`config.mk`:
```
export PLATFORM = sky130hd
export DESIGN_NAME = leap_scoreboard
export DESIGN_NICKNAME = d
export VERILOG_FILES = /design/src/rtl/leap_scoreboard_pkg.sv /design/src/rtl/leap_scoreboard_src_decode.sv /design/src/rtl/leap_scoreboard.sv
export SDC_FILE = /design/constraint.sdc
export NUM_CORES = 1
export LEC_CHECK = 0
export BUFFER_PORTS_ARGS = -buffer_cell sky130_fd_sc_hd__buf_4
export CORE_ASPECT_RATIO = 0.6
export CORE_MARGIN = 5
export CORE_UTILIZATION = 45
export DETAILED_ROUTE_END_ITERATION = 6
export PLACE_DENSITY = 0.73
export SLEW_MARGIN = 20
export SYNTH_ARGS = -nofsm -noshare
export SYNTH_HDL_FRONTEND = slang
export SYNTH_SLANG_ARGS = --single-unit
```
`constraint.sdc`:
```
create_clock -name clk -period 7.34 [get_ports clk]
set_input_delay 0.734 -clock clk [delete_from_list [all_inputs] [get_ports clk]]
set_output_delay 0.734 -clock clk [all_outputs]
set_load 0.02 [all_outputs]
```
`src/rtl/leap_scoreboard_pkg.sv`:
```
// Shared types for the multi-miss leap scoreboard: RV32I opcodes, FSM states,
// miss FIFO entry layout and the canonical NOP encoding.
package leap_scoreboard_pkg;

  typedef enum logic [6:0] {
    op_lui   = 7'b0110111,
    op_auipc = 7'b0010111,
    op_jal   = 7'b1101111,
    op_jalr  = 7'b1100111,
    op_br    = 7'b1100011,
    op_load  = 7'b0000011,
    op_store = 7'b0100011,
    op_imm   = 7'b0010011,
    op_reg   = 7'b0110011,
    op_csr   = 7'b1110011
  } rv32i_opcode;

  typedef enum logic [1:0] {
    IDLE  = 2'd0,
    MISS  = 2'd1,
    BLOCK = 2'd2
  } leap_state_t;

  typedef struct packed {
    logic       valid;
    logic       is_load;
    logic [4:0] rd;
  } leap_entry_t;

  localparam logic [31:0] NOP_INSTR = 32'h00000013;

  // Memory ops and control flow must never run ahead of an unresolved miss.
  function automatic logic is_barrier_op(input rv32i_opcode op);
    return (op == op_load) || (op == op_store) || (op == op_br) ||
           (op == op_jal)  || (op == op_jalr);
  endfunction

endpackage

```
`src/rtl/leap_scoreboard_src_decode.sv`:
```
// Register-field decode for the EX instruction: which sources are read and
// whether rd is written, so only real dependencies are compared against misses.
module leap_src_decode
  import leap_scoreboard_pkg::*;
(
  input  rv32i_opcode opcode,
  input  logic [31:0] instr,
  output logic        use_rs1,
  output logic        use_rs2,
  output logic        use_rd,
  output logic [4:0]  rs1,
  output logic [4:0]  rs2,
  output logic [4:0]  rd
);

  logic unused_bits;
  assign unused_bits = ^{instr[31:25], instr[14:12], instr[6:0]};

  assign rs1 = instr[19:15];
  assign rs2 = instr[24:20];
  assign rd  = instr[11:7];

  always_comb begin
    use_rs1 = 1'b1;
    use_rs2 = 1'b1;
    use_rd  = 1'b1;
    case (opcode)
      op_lui, op_auipc, op_jal: begin
        use_rs1 = 1'b0;
        use_rs2 = 1'b0;
      end
      op_jalr, op_load, op_imm: begin
        use_rs2 = 1'b0;
      end
      // [11:7] holds immediate bits here, not a destination
      op_store, op_br: begin
        use_rd = 1'b0;
      end
      default: ;
    endcase
  end

endmodule

```
`src/rtl/leap_scoreboard.sv`:
```
// In-order multi-miss scoreboard: lets independent EX instructions leap past
// pending data-cache misses, bounded by MAX_LEAP per window; otherwise stalls IF..EX.
module leap_scoreboard
  import leap_scoreboard_pkg::*;
#(
  parameter int DEPTH    = 2,
  parameter int MAX_LEAP = 4
) (
  input  logic                          clk,
  input  logic                          rst,
  input  logic                          ex_valid,
  input  logic [31:0]                   ex_instr,
  input  rv32i_opcode                   ex_opcode,
  input  logic                          miss_start,
  input  logic                          miss_is_load,
  input  logic [4:0]                    miss_rd,
  input  logic                          miss_done,
  output logic                          leap,
  output logic                          stall,
  output logic                          full,
  output logic [$clog2(DEPTH+1)-1:0]    pending,
  output logic [$clog2(MAX_LEAP+1)-1:0] leap_cnt
);

  localparam int PEND_W = $clog2(DEPTH + 1);
  localparam int CNT_W  = $clog2(MAX_LEAP + 1);
  localparam int PTR_W  = (DEPTH > 1) ? $clog2(DEPTH) : 1;

  leap_entry_t       fifo [DEPTH];
  logic [PTR_W-1:0]  head, tail;
  logic [PEND_W-1:0] count, count_nxt;
  logic [CNT_W-1:0]  cnt, cnt_nxt;
  leap_state_t       state, state_nxt;

  logic push_ok, pop_ok, hazard;
  logic use_rs1, use_rs2, use_rd;
  logic [4:0] rs1, rs2, rd;

  function automatic logic [PTR_W-1:0] ptr_inc(input logic [PTR_W-1:0] p);
    return (p == PTR_W'(DEPTH - 1)) ? '0 : p + 1'b1;
  endfunction

  leap_src_decode u_decode (
    .opcode  (ex_opcode),
    .instr   (ex_instr),
    .use_rs1 (use_rs1),
    .use_rs2 (use_rs2),
    .use_rd  (use_rd),
    .rs1     (rs1),
    .rs2     (rs2),
    .rd      (rd)
  );

  assign full    = (count == PEND_W'(DEPTH));
  assign pop_ok  = miss_done & (count != '0);
  // A full FIFO can still accept a push when the oldest entry leaves the same cycle.
  assign push_ok = miss_start & (~full | pop_ok);
  assign count_nxt = count + PEND_W'(push_ok) - PEND_W'(pop_ok);

  always_comb begin
    hazard = 1'b0;
    for (int i = 0; i < DEPTH; i++) begin
      if (fifo[i].valid && fifo[i].is_load && (fifo[i].rd != 5'd0)) begin
        if ((use_rs1 && (fifo[i].rd == rs1)) ||
            (use_rs2 && (fifo[i].rd == rs2)) ||
            (use_rd  && (fifo[i].rd == rd)))
          hazard = 1'b1;
      end
    end
  end

  assign leap = (state == MISS) && ex_valid && (ex_instr != NOP_INSTR) &&
                !is_barrier_op(ex_opcode) && !hazard &&
                (cnt < CNT_W'(MAX_LEAP));
  assign stall = (count != '0) & ~leap;

  always_comb begin
    cnt_nxt = cnt;
    if (count_nxt == '0)
      cnt_nxt = '0;
    else if (leap)
      cnt_nxt = cnt + 1'b1;
  end

  always_comb begin
    state_nxt = state;
    case (state)
      IDLE: begin
        if (push_ok)
          state_nxt = MISS;
      end
      MISS: begin
        if (count_nxt == '0)
          state_nxt = IDLE;
        else if ((cnt_nxt == CNT_W'(MAX_LEAP)) || (full && !pop_ok))
          state_nxt = BLOCK;
      end
      BLOCK: begin
        if (count_nxt == '0)
          state_nxt = IDLE;
        else if (pop_ok && (cnt_nxt < CNT_W'(MAX_LEAP)))
          state_nxt = MISS;
      end
      default: state_nxt = IDLE;
    endcase
  end

  always_ff @(posedge clk) begin
    if (!rst)
      state <= IDLE;
    else
      state <= state_nxt;
  end

  always_ff @(posedge clk) begin
    if (!rst) begin
      head  <= '0;
      tail  <= '0;
      count <= '0;
      cnt   <= '0;
      for (int i = 0; i < DEPTH; i++)
        fifo[i] <= '0;
    end else begin
      if (pop_ok) begin
        fifo[head].valid <= 1'b0;
        head             <= ptr_inc(head);
      end
      // Ordered after the pop so a full push+pop at head==tail keeps the new entry.
      if (push_ok) begin
        fifo[tail] <= '{valid: 1'b1, is_load: miss_is_load, rd: miss_rd};
        tail       <= ptr_inc(tail);
      end
      count <= count_nxt;
      cnt   <= cnt_nxt;
    end
  end

  assign pending  = count;
  assign leap_cnt = cnt;

  push_when_full: assert property (@(posedge clk) disable iff (!rst)
                                   !(miss_start && full && !miss_done));

endmodule

```
==> Word-level counts from Yosys, hierarchy flattened <==
Memory sizes are Yosys's and may differ from the RTL's.
Cells that the tools add are included.
{ "op_classes": {"n_eq_ne": 22, "addsub": 5, "magnitude_cmp": 2, "n_bitwise": 6, "reduce_logical": 40, "muxes": 30} }
{ "op_table": {"columns": ["op", "count"], "rows": [
  ["$ne A32 B5 Y1 const B", 1],
  ["$eq A5 B5 Y1", 6],
  ["$eq A7 B7 Y1 const B", 3],
  ["$mux W1", 19],
  ["$logic_and A1 B1 Y1", 17],
  ["$eq A7 B5 Y1 const B", 2],
  ["$eq A7 B6 Y1 const B", 2],
  ["$mux W7", 2],
  ["$reduce_or A7 Y1", 2],
  ["$mux W2", 6],
  ["$reduce_bool A5 Y1", 2],
  ["$logic_or A1 B1 Y1", 9],
  ["$eq A7 B2 Y1 const B", 1],
  ["$lt A3 B3 Y1 const B", 2],
  ["$mux W3", 2],
  ["$pmux W2 S3", 1],
  ["$reduce_or A6 Y1", 1],
  ["$eq A2 B2 Y1 const B", 2],
  ["$logic_not A2 Y1", 2],
  ["$add A3 B1 Y3 const B", 1],
  ["$and A1 B1 Y1", 3],
  ["$eq A3 B3 Y1 const B", 1],
  ["$logic_not A1 Y1", 3],
  ["$ne A3 B1 Y1 const B", 1],
  ["other kinds (12)", 14]
]} }
{ "totals": {"word_cells": 111, "out_inout_bits": 8, "ramBits": 14, "in_bits": 50, "mem_count": 1, "reg_bits": 9} }
{ "mem_list": {"columns": ["name", "words", "width", "read_ports", "rd_ports_with_merged_regs", "wr", "line_no", "rtl"], "rows": [
  ["fifo", 2, 7, 2, 0, 2, "leap_scoreboard.sv:29", "leap_entry_t fifo [DEPTH];"]
]} }

==> Depth between registers and ports, before layout <==
Gate-level depths: netlist of run 1.
{ "depth": {"depth_word": 20, "mapped_depth": 12, "depth_no_buf": 11} }

==> Modules after synthesis <==
Synthesis of run 1 repeated with hierarchy kept, for this count alone.
{ "unflattened": {"cells_unflattened": 187, "hier_area_um2": 1739.2} }
{ "modules_own_cells": {"columns": ["module", "n_inst", "area_per_inst_um2", "seq_area_each_um2", "cells_per_inst"], "rows": [
  ["leap_scoreboard", 1, 1549.0, 580.6, 160],
  ["leap_src_decode", 1, 190.2, 0.0, 27]
]} }

==> Least setup slack after synthesis of run 1 <==
No wires, ideal clock.
{ "synth_path": {"path_kind": "register to output", "startpoint": "mem fifo[0][1] in the netlist's numbering", "endpoint": "out stall", "t_required_ns": 6.606, "arrival_time_ns": 2.414, "path_stages_with_launch": 7, "path_buffers": 0, "path_slack_ns": 4.192, "cell_sequence": "edfxtp_1 > or4_1 > o211ai_2 > nor4_1 > or3_4 > nor4b_4 > nor2_1"} }
{ "synth_rtl": {"columns": ["element", "line_no", "rtl"], "rows": [
  ["from (decl)", "leap_scoreboard.sv:29", null],
  ["to (decl)", "leap_scoreboard.sv:19", "output logic stall,"]
]} }

==> results of run 1 <==
[report_power, final]
part	switching (mW)	leakage, nW	internal [mW]
clock network	0.0437	0.0217	0.0385
registers	0.0320	0.218	0.160
logic	0.106	0.618	0.102
total	0.182	0.858	0.301
[cell type report]
| type | count | area [µm²] |
|---|---|---|
| clock buffers | 3 | 41.3 |
| clock inverters | 1 | 7.51 |
| fillers | 320 | 1420 |
| inverters | 4 | 15.0 |
| multi-input cells | 148 | 1050 |
| flip-flops and latches | 23 | 581 |
| well taps | 47 | 58.8 |
| repair buffers | 57 | 428 |
[cells in the mapped netlist, drive strengths merged, types with 6 or more instances]
library cell | number | area [µm²]
nand3 | 7 | 35.0
o211ai | 6 | 68.8
edfxtp | 12 | 360
xnor2 | 25 | 219
o21ai | 6 | 30.0
and2 | 14 | 87.6
nor4 | 13 | 81.3
nor2 | 10 | 37.5
dfxtp | 11 | 220
xor2 | 8 | 70.1
nand2 | 11 | 41.3
[per-stage QoR]
stage	area, µm²	utilization (%)	setup WS [ns]
floorplan	1650	-	4.19
global placement	2130	59.2	4.12
CTS	2180	60.6	3.79
finish	2180	60.6	3.81
global route	2180	60.6	3.65
detailed placement	2130	59.2	4.11
[flip-flops by register name (all words and copies together) (netlist names)]
| register | flops |
|---|---|
| tail | 1 |
| state | 2 |
| leap_cnt | 3 |
| head | 1 |
| pending | 2 |
| fifo | 14 |
[tightest hold or removal path, cell delays in order, from the launching register on]
cell and delay, ns:
dfxtp_1 0.34, o211ai_1 0.08, nand2b_1 0.06
[kinds of logic after synthesis]
logic type,share of synthesized area [%]
and+or+nand+nor,30.3
xor gates and xnor gates,17.5
AOI/OAI and AO/OA,12.9
DFF,35.2
buffers and inverters,1.37
muxes,1.21
adders and majority gates,1.52
[worst paths after layout]
path                      to  cells past startpoint  slack, ns       start
hold reg to reg   fifo[0][6]                      2       0.52  fifo[0][6]
setup reg to reg    state[1]                     11       4.53  pending[1]
setup / recovery       stall                      7       3.81  fifo[0][1]
hold / removal    fifo[0][6]                      2       0.52  fifo[0][6]
[routing by layer]
metal,vias up,routed length [µm]
met1,719,2010
met5,-,0
met2,66,1720
met4,0,23
met3,5,392
li1,773,-
==> results.json, run 1 <==
{
  "layout.nets": 289,
  "critPathCaptureType": "output pin",
  "die_w_um": 88.2,
  "antenna_found_initial": 0,
  "crit_chain": "or4_1 > o211ai_2 > nor4_1 > or3_4 > nor4b_4 > nor2_1 > buf_4",
  "finalHoldViolCount": 0,
  "worst-path-max-fanout": 7,
  "grtUsageMet2_pct": 24.1,
  "cp_slowest_cell": "or4_1",
  "vias_per_cell": 5.52,
  "power_leakage_nw": 0.858,
  "insertion_delay_ns": 0.27,
  "busiest_layer": "met1",
  "path_buf_inv": 1,
  "drive_above_1_share_pct": 28.8,
  "fin_crit_ns": 3.53,
  "tns_ns": 0,
  "grt_use_met3_pct": 4.40,
  "rows": 17,
  "clock-root-buffer": "clkbuf_8",
  "max_stage_delay_ns": 0.57,
  "holdBufCountCts": 0,
  "clkSinkCount": 23,
  "synth_cell_type_count": 45,
  "dp_hpwl_um": 3500,
  "drt-wirelength-per-cell_um": 14.7,
  "ios": 58,
  "layout_common_cells": "buf_4 (57), xnor2_1 (25), and2_1 (14)",
  "yosys_warnings": 0,
  "fin_skew_ns": 0.00529,
  "portBuffers": 57,
  "setup_viol": 0,
  "routed_wirelength_um": 4150,
  "syn-instance-count": 177,
  "layout_commonest_cell": "buf_4",
  "maxCapViolCount": 0,
  "ys_ff_latch": 23,
  "rsz0062_at_grt": "false",
  "syn-cell-area_um2": 1650,
  "drtIter0Drc": 128,
  "ys_seq_area_share_pct": 35.2,
  "crit_family": "simple AND/OR/NAND/NOR gates",
  "post-place-cells": 279,
  "drc": 0,
  "worst_pin_slew_ns": 0.754,
  "timing.slew.headroom_pct": 49.2,
  "cp-start-kind": "register",
  "grt_overflow": 0,
  "cts_tree": "yes",
  "synth_nets": 229,
  "worstPathRequired_ns": 6.61,
  "first_global_vias": 1418,
  "grt_max_degree": 15,
  "clkTransAtPathRegs_ns": 0.09,
  "finalPower_uw": 483,
  "cts.repair.resized": 0,
  "hold_ws_ns": 0.515,
  "fp.dieH_um": 56.9,
  "postSynthAreaPerCell_um2": 9.32,
  "min_path_type": "reg -> reg",
  "coreArea_um2": 3590,
  "path_class": "reg -> out",
  "instances_no_fill": 283,
  "synthFlopType": "edfxtp_1",
  "synth-async-reset-ratio_pct": 0,
  "antenna_cells": 0,
  "cts-buffers-inserted": 3,
  "firstDrtPassIters": 4,
  "dieArea_um2": 5010,
  "synth-edff-count": 12,
  "ant_nets": 0,
  "vias": 1563,
  "status": "complete, no violations",
  "cts_buffer_depth": 2,
  "htree_levels": 1,
  "finalCritPeriodShare_pct": 48.1,
  "start_util_pct": 45.9,
  "drv_slew": 0,
  "worstPathArrival_ns": 2.80,
  "powerDensity_nw_per_um2": 222,
  "fmax_mhz": 283,
  "grt.met1_usage_pct": 26.5,
  "ir_drop_uv": 135,
  "area_growth_pct": 32.0,
  "gp_congestion": 0.844,
  "grt_first_pass_wirelength_um": 6820,
  "track_usage_pct": 17.2,
  "postCtsSetupBuffers": 0
}
Note: power is estimated with default switching activity, not from simulation.
==> run 2, diff against run 1 <==
Settings changed: ABC_AREA from default to 1, PLACE_DENSITY 0.73 to 0.75.
Clock period 7.34 ns to 2.85 ns, I/O delays scaled along.
==> run 2 against run 1 <==
  * Flip-flop and latch count unchanged
  * Total power rose to 2.8 times the previous value
  * Clock power up 150%
  * Synthesized cell count up 55%
==> results.json, run 2 <==
{
  "firstDrtPassIters": 4,
  "layout_common_cells": "nand2_1 (64), buf_4 (57), inv_1 (45)",
  "syn-cell-area_um2": 1830,
  "ant_nets": 0,
  "antenna_found_initial": 0,
  "grt_max_degree": 15,
  "clock-root-buffer": "clkbuf_8",
  "tns_ns": 0,
  "ys_seq_area_share_pct": 31.8,
  "top_layer_used": "met4",
  "powerDensity_nw_per_um2": 572,
  "yosys_warnings": 0,
  "yosys-top-cells-count": "nand2_1 (64), inv_1 (45), nor2_1 (43)",
  "syn-instance-count": 275,
  "cpMostUsedCell": "nand2_1",
  "finalCritPeriodShare_pct": 83.2,
  "htree_levels": 1,
  "path_class": "reg -> reg",
  "min_path_type": "in -> reg",
  "synth_top_family_by_area": "simple AND/OR/NAND/NOR gates",
  "drv_slew": 0,
  "synth_most_common_cell": "nand2_1",
  "dieArea_um2": 5480,
  "layout.nets": 388,
  "fp.dieH_um": 59.4,
  "worstPathRequired_ns": 3.07,
  "synth_compound_area_share_pct": 5.07,
  "fmax_mhz": 422,
  "worst_pin_slew_ns": 0.294,
  "clkTransAtPathRegs_ns": 0.08,
  "drt-wirelength-per-cell_um": 11.5,
  "synth_xor_area_share_pct": 9.99,
  "wl_met3_um": 284,
  "setup_viol": 0,
  "cts.repair.resized": 0,
  "postCtsSetupBuffers": 0,
  "synthFlopType": "edfxtp_1",
  "largest_reg_flops": 14,
  "muxShareOfSynthArea_pct": 0,
  "drc": 0,
  "routed_wirelength_um": 4390,
  "vias": 1785,
  "synthSimpleGateAreaFrac_pct": 40.0,
  "insertion_delay_ns": 0.26,
  "ios": 58,
  "cts_buffer_depth": 2,
  "coreArea_um2": 3790,
  "critPathCaptureType": "register",
  "antenna_cells": 0,
  "synth-edff-count": 12,
  "maxCapViolCount": 0,
  "layout_commonest_cell": "nand2_1",
  "vias_per_cell": 4.67,
  "synth-async-reset-ratio_pct": 0,
  "holdBufCountCts": 0,
  "synth_top_area_share_pct": 19.7,
  "cts-buffers-inserted": 3,
  "finalHoldViolCount": 0,
  "top_register": "fifo",
  "postSynthAreaPerCell_um2": 6.65,
  "drt-met1-wl_um": 2340,
  "gp_congestion": 0.923,
  "rows": 17,
  "drive_above_1_share_pct": 28.7,
  "status": "complete, no violations",
  "synth_nets": 327,
  "max_stage_delay_ns": 0.38,
  "grt_overflow": 0,
  "finalPower_mw": 1.35,
  "synth_cell_type_count": 28,
  "cts_tree": "yes",
  "power_leakage_nw": 1.20,
  "grt_first_pass_wirelength_um": 7120,
  "drtIter0Drc": 88,
  "ys_ff_latch": 23,
  "setup_slack_ns": 0.478,
  "clkSinkCount": 23,
  "rsz0062_at_grt": "false",
  "route.met2.wl_um": 1740,
  "ir_drop_uv": 419,
  "cp_slowest_cell": "dfxtp_1",
  "pre_cts_ws_ns": 0.505,
  "final_core_util_pct": 62.3,
  "synth_largest_area_cell": "edfxtp_1",
  "path_buf_inv": 4,
  "fin_crit_ns": 2.37,
  "crit_chain": "inv_2 > nor2_1 > nand2_1 > nand2_1 > inv_1 > nand2_1 > nand2_1 > ha_1 > xnor2_1 > xor2_2 > nor2_4 > inv_2 > nand3_1 > a21oi_1 > nand2_1 > o21ai_1 > nand2_1 > inv_1",
  "track_usage_pct": 16.3,
  "dp_hpwl_um": 3830,
  "worst-path-max-fanout": 5,
  "portBuffers": 57,
  "fin_skew_ns": 0.00143,
  "cp-start-kind": "register",
  "die_w_um": 92.3,
  "worstPathArrival_ns": 2.59,
  "crit_family": "simple AND/OR/NAND/NOR gates",
  "first_global_vias": 1526,
  "synth_adder_area_share_pct": 1.37,
  "area_growth_pct": 29.0,
  "timing.slew.headroom_pct": 80.4,
  "synth.area.top_cells": "edfxtp_1 (20%), nand2_1 (13%), dfxtp_1 (12%), inv_1 (9.2%), nor2_1 (8.8%)",
  "start_util_pct": 48.3
}
run 2: cell types whose count changed after synthesis, sizes merged, moves of 4 or more:
| cell | delta |
|---|---|
| o211ai | -5 |
| inv | +52 |
| nand2b | -5 |
| nand3 | +12 |
| nor2 | +38 |
| and2 | -14 |
| nor4 | -13 |
| nand2 | +64 |
| nand4 | +7 |
| nor3 | +4 |
| xnor2 | -14 |
run 2: cell families (layout without fill, tap and decap cells):
kind of cell,count (synthesis),after routing
adder cells (fa/ha/maj),2,2
buffers and inverters,57,117
AO/OA/AOI/OAI,15,15
flip-flops,23,23
AND/OR/NAND/NOR,158,158
XOR/XNOR,20,20
run 2: power by group:
group / internal (mW) / switching (mW) / total (mW)
clock: 0.0988 / 0.104 / 0.203
combinational: 0.274 / 0.389 / 0.663
sequential: 0.413 / 0.0686 / 0.482
run 2: layout make-up:
cell class | instances | area [µm²]
well taps | 47 | 58.8
repair buffers | 57 | 428
inverters | 56 | 210
fillers | 352 | 1430
multi-input cells | 195 | 1030
clock inverters | 1 | 7.51
clock buffers | 3 | 41.3
flip-flops and latches | 23 | 581
run 2: worst paths after layout:
path / to / startpoint / cells after the start / slack, ns
max: state[0] / pending[1] / 18 / 0.48
min: state[0] / rst / 3 / 0.30
max reg2reg: state[0] / pending[1] / 18 / 0.48
min reg2reg: fifo[1][6] / fifo[1][6] / 2 / 0.48
run 2: routing by layer:
metal | global-route usage, % | up-vias
li1 | - | 968
met1 | 25.5 | 765
met2 | 22.8 | 48
met3 | 3.43 | 4
met4 | 3.17 | 0
met5 | 0 | -
run 2: through the flow:
step,cells,area (µm²),hold slack [ns]
final,382,2360,0.302
after CTS,382,2360,0.292
after floorplan,275,1830,0.441
after detailed placement,378,2310,0.469
after global routing,382,2360,0.319
after global placement,378,2310,0.466
run 2: worst reg2reg max path, stage by stage (launching register included):
cell and delay [ns]:
dfxtp_1 0.38, inv_2 0.07, nor2_1 0.16, nand2_1 0.08, nand2_1 0.10, inv_1 0.08
nand2_1 0.06, nand2_1 0.05, ha_1 0.18, xnor2_1 0.24, xor2_2 0.24, nor2_4 0.05
inv_2 0.09, nand3_1 0.10, a21oi_1 0.16, nand2_1 0.09, o21ai_1 0.08, nand2_1 0.06
inv_1 0.04
==> run 3, diff against run 2 <==
Clock period 2.85 ns to 2.05 ns, I/O delays scaled along.
==> run 3 against run 2 <==
  * The run now ends with negative setup slack left
  * Sequential power increased by 43%
  * Utilization increased by 5.4 points
  * Critical path depth unchanged
  * Register-to-register slack got worse by 0.54 ns
  * Count of clock-buffer cells in the layout unchanged
  * Fmax increased by 12%
  * First-iteration DRC count increased by 45%
  * Critical path type unchanged
  * Critical endpoint is now state[1]
  * Largest power group unchanged
==> results.json, run 3 (same netlist as run 2, synthesis figures left out) <==
{
  "max_stage_delay_ns": 0.39,
  "status": "finished, violations left",
  "r2r_cells": 18,
  "regArea_um2": 588,
  "cts_buffer_depth": 2,
  "rsz0062_at_grt": "true",
  "cp-start-kind": "register",
  "worst-path-max-fanout": 5,
  "setup_slack_ns": -0.0602,
  "antenna_cells": 0,
  "drive_above_1_share_pct": 34.8,
  "finalHoldViolCount": 0,
  "cts-buffers-inserted": 3,
  "holdBufCountCts": 0,
  "routed_wirelength_um": 4730,
  "final_core_util_pct": 67.6,
  "endpoint": "state[1]",
  "portBuffers": 57,
  "clock-root-buffer": "clkbuf_8",
  "cts_tree": "yes",
  "gp_congestion": 0.986,
  "regToRegStartpoint": "pending[0]",
  "cp-startpoint": "pending[0]",
  "setup_viol": 3,
  "area_growth_pct": 40.1,
  "reg2reg_to": "state[1]",
  "holdCritStartpoint": "rst",
  "instances_no_fill": 398,
  "drtIter0Drc": 128,
  "grt_first_pass_wirelength_um": 7780,
  "ir_drop_uv": 722,
  "vias": 1856,
  "reg2reg_slack_ns": -0.06,
  "die_w_um": 92.3,
  "top_register": "fifo",
  "clkSinkCount": 23,
  "htree_levels": 1,
  "fmax_mhz": 474,
  "layout_commonest_cell": "buf_4",
  "worst_pin_slew_ns": 0.303,
  "min_path_type": "in -> reg",
  "fin_skew_ns": 0.00497,
  "post-place-cells": 387,
  "drc": 0,
  "finalCritPeriodShare_pct": 103,
  "drv_slew": 0,
  "first_global_vias": 1720,
  "crit_chain": "inv_4 > a21oi_4 > inv_2 > or2_4 > nand2_4 > ha_4 > xnor2_4 > xor2_2 > nor2_4 > inv_4 > nand3_2 > inv_2 > nand2_2 > nand2_2 > clkinv_2 > nand2_1 > nand2_1 > a21oi_2",
  "grt_overflow": 0,
  "insertion_delay_ns": 0.27,
  "clkTransAtPathRegs_ns": 0.08,
  "fin_crit_ns": 2.11,
  "coreArea_um2": 3790,
  "violations": "negative setup slack",
  "fp.dieH_um": 59.4,
  "power_leakage_nw": 1.29,
  "fill_cells": 330,
  "maxCapViolCount": 0,
  "rows": 17,
  "ios": 58,
  "drt-wirelength-per-cell_um": 11.9,
  "critPathCaptureType": "register",
  "path_class": "reg -> reg",
  "largest_reg_flops": 14,
  "dp_hpwl_um": 3950,
  "multi_input_area_um2": 1090,
  "vias_per_cell": 4.66,
  "grt_max_degree": 15,
  "placed_area_um2": 2410,
  "start_util_pct": 48.3,
  "track_usage_pct": 17.7,
  "final_cell_area_um2": 2560,
  "worstPathRequired_ns": 2.25,
  "dieArea_um2": 5480,
  "antenna_found_initial": 0,
  "ant_nets": 0,
  "powerDensity_nw_per_um2": 861,
  "layout_common_cells": "buf_4 (72), nand2_1 (63), inv_1 (44)",
  "timing.slew.headroom_pct": 79.8,
  "worstPathArrival_ns": 2.32,
  "cp_slowest_cell": "dfxtp_4",
  "layout.nets": 404,
  "hold_ws_ns": 0.216,
  "firstDrtPassIters": 4
}
run 3: changes by cell type in the layout (fill, tap and decap cells not counted), sizes merged:
| cell | delta |
|---|---|
| buf | +16 |
run 3: metal layers:
layer  wire, µm  vias up  share of wire [%]  GRT usage [%]
met5          0        -                  0              0
met4         14        0               0.30           3.17
met3        369        2                7.8           3.93
met2       1970       62                 42           26.1
met1       2370      793                 50           26.5
li1           -      999                  -              -
run 3: layout make-up:
| cell class | instances | share of cell area, % |
|---|---|---|
| clock buffer | 3 | 1.61 |
| clock inverter | 1 | 0.293 |
| inverter | 56 | 8.65 |
| multi-input combinational | 195 | 42.6 |
| sequential | 23 | 23.0 |
| tap | 47 | 2.30 |
| timing repair buffer | 73 | 21.5 |
run 3: power by group:
group	switching [mW]	total (mW)	internal, mW
logic	0.642	1.23	0.590
registers	0.104	0.690	0.586
clock network	0.146	0.284	0.137
run 3: timing repair:
action,CTS,global route
setup buffers,3,4
hold endpoints to repair,0,0
setup endpoints to repair,4,4
resized for setup,6,6
pin swaps,10,4
run 3: critical path: cells and delay by family (launching register included):
kind                     cells  cell delay (ns)
AO/OA/AOI/OAI                2             0.24
XOR/XNOR                     2             0.34
adder cells (fa/ha/maj)      1             0.15
buffers and inverters        5             0.28
flip-flops                   1             0.39
AND/OR/NAND/NOR              8             0.67
run 3: how the worst min path moves through the flow:
stage,end,slack [ns],cells after the start
CTS,pending[0],0.21,3
detailed placement,fifo[1][6],0.46,2
global route,pending[0],0.23,3
finish,pending[0],0.22,3
global placement,head,0.46,2
floorplan,tail,0.42,3
run 3: stage by stage:
step | TNS [ns] | worst slack, ns | total power [mW]
after floorplan | -0.140 | -0.0877 | 1.36
after global placement | -0.00537 | -0.00537 | 1.72
after detailed placement | -0.136 | -0.0735 | 1.74
after CTS | -0.0989 | -0.0431 | 2.12
after global routing | -0.654 | -0.219 | 2.37
final | -0.129 | -0.0602 | 2.21
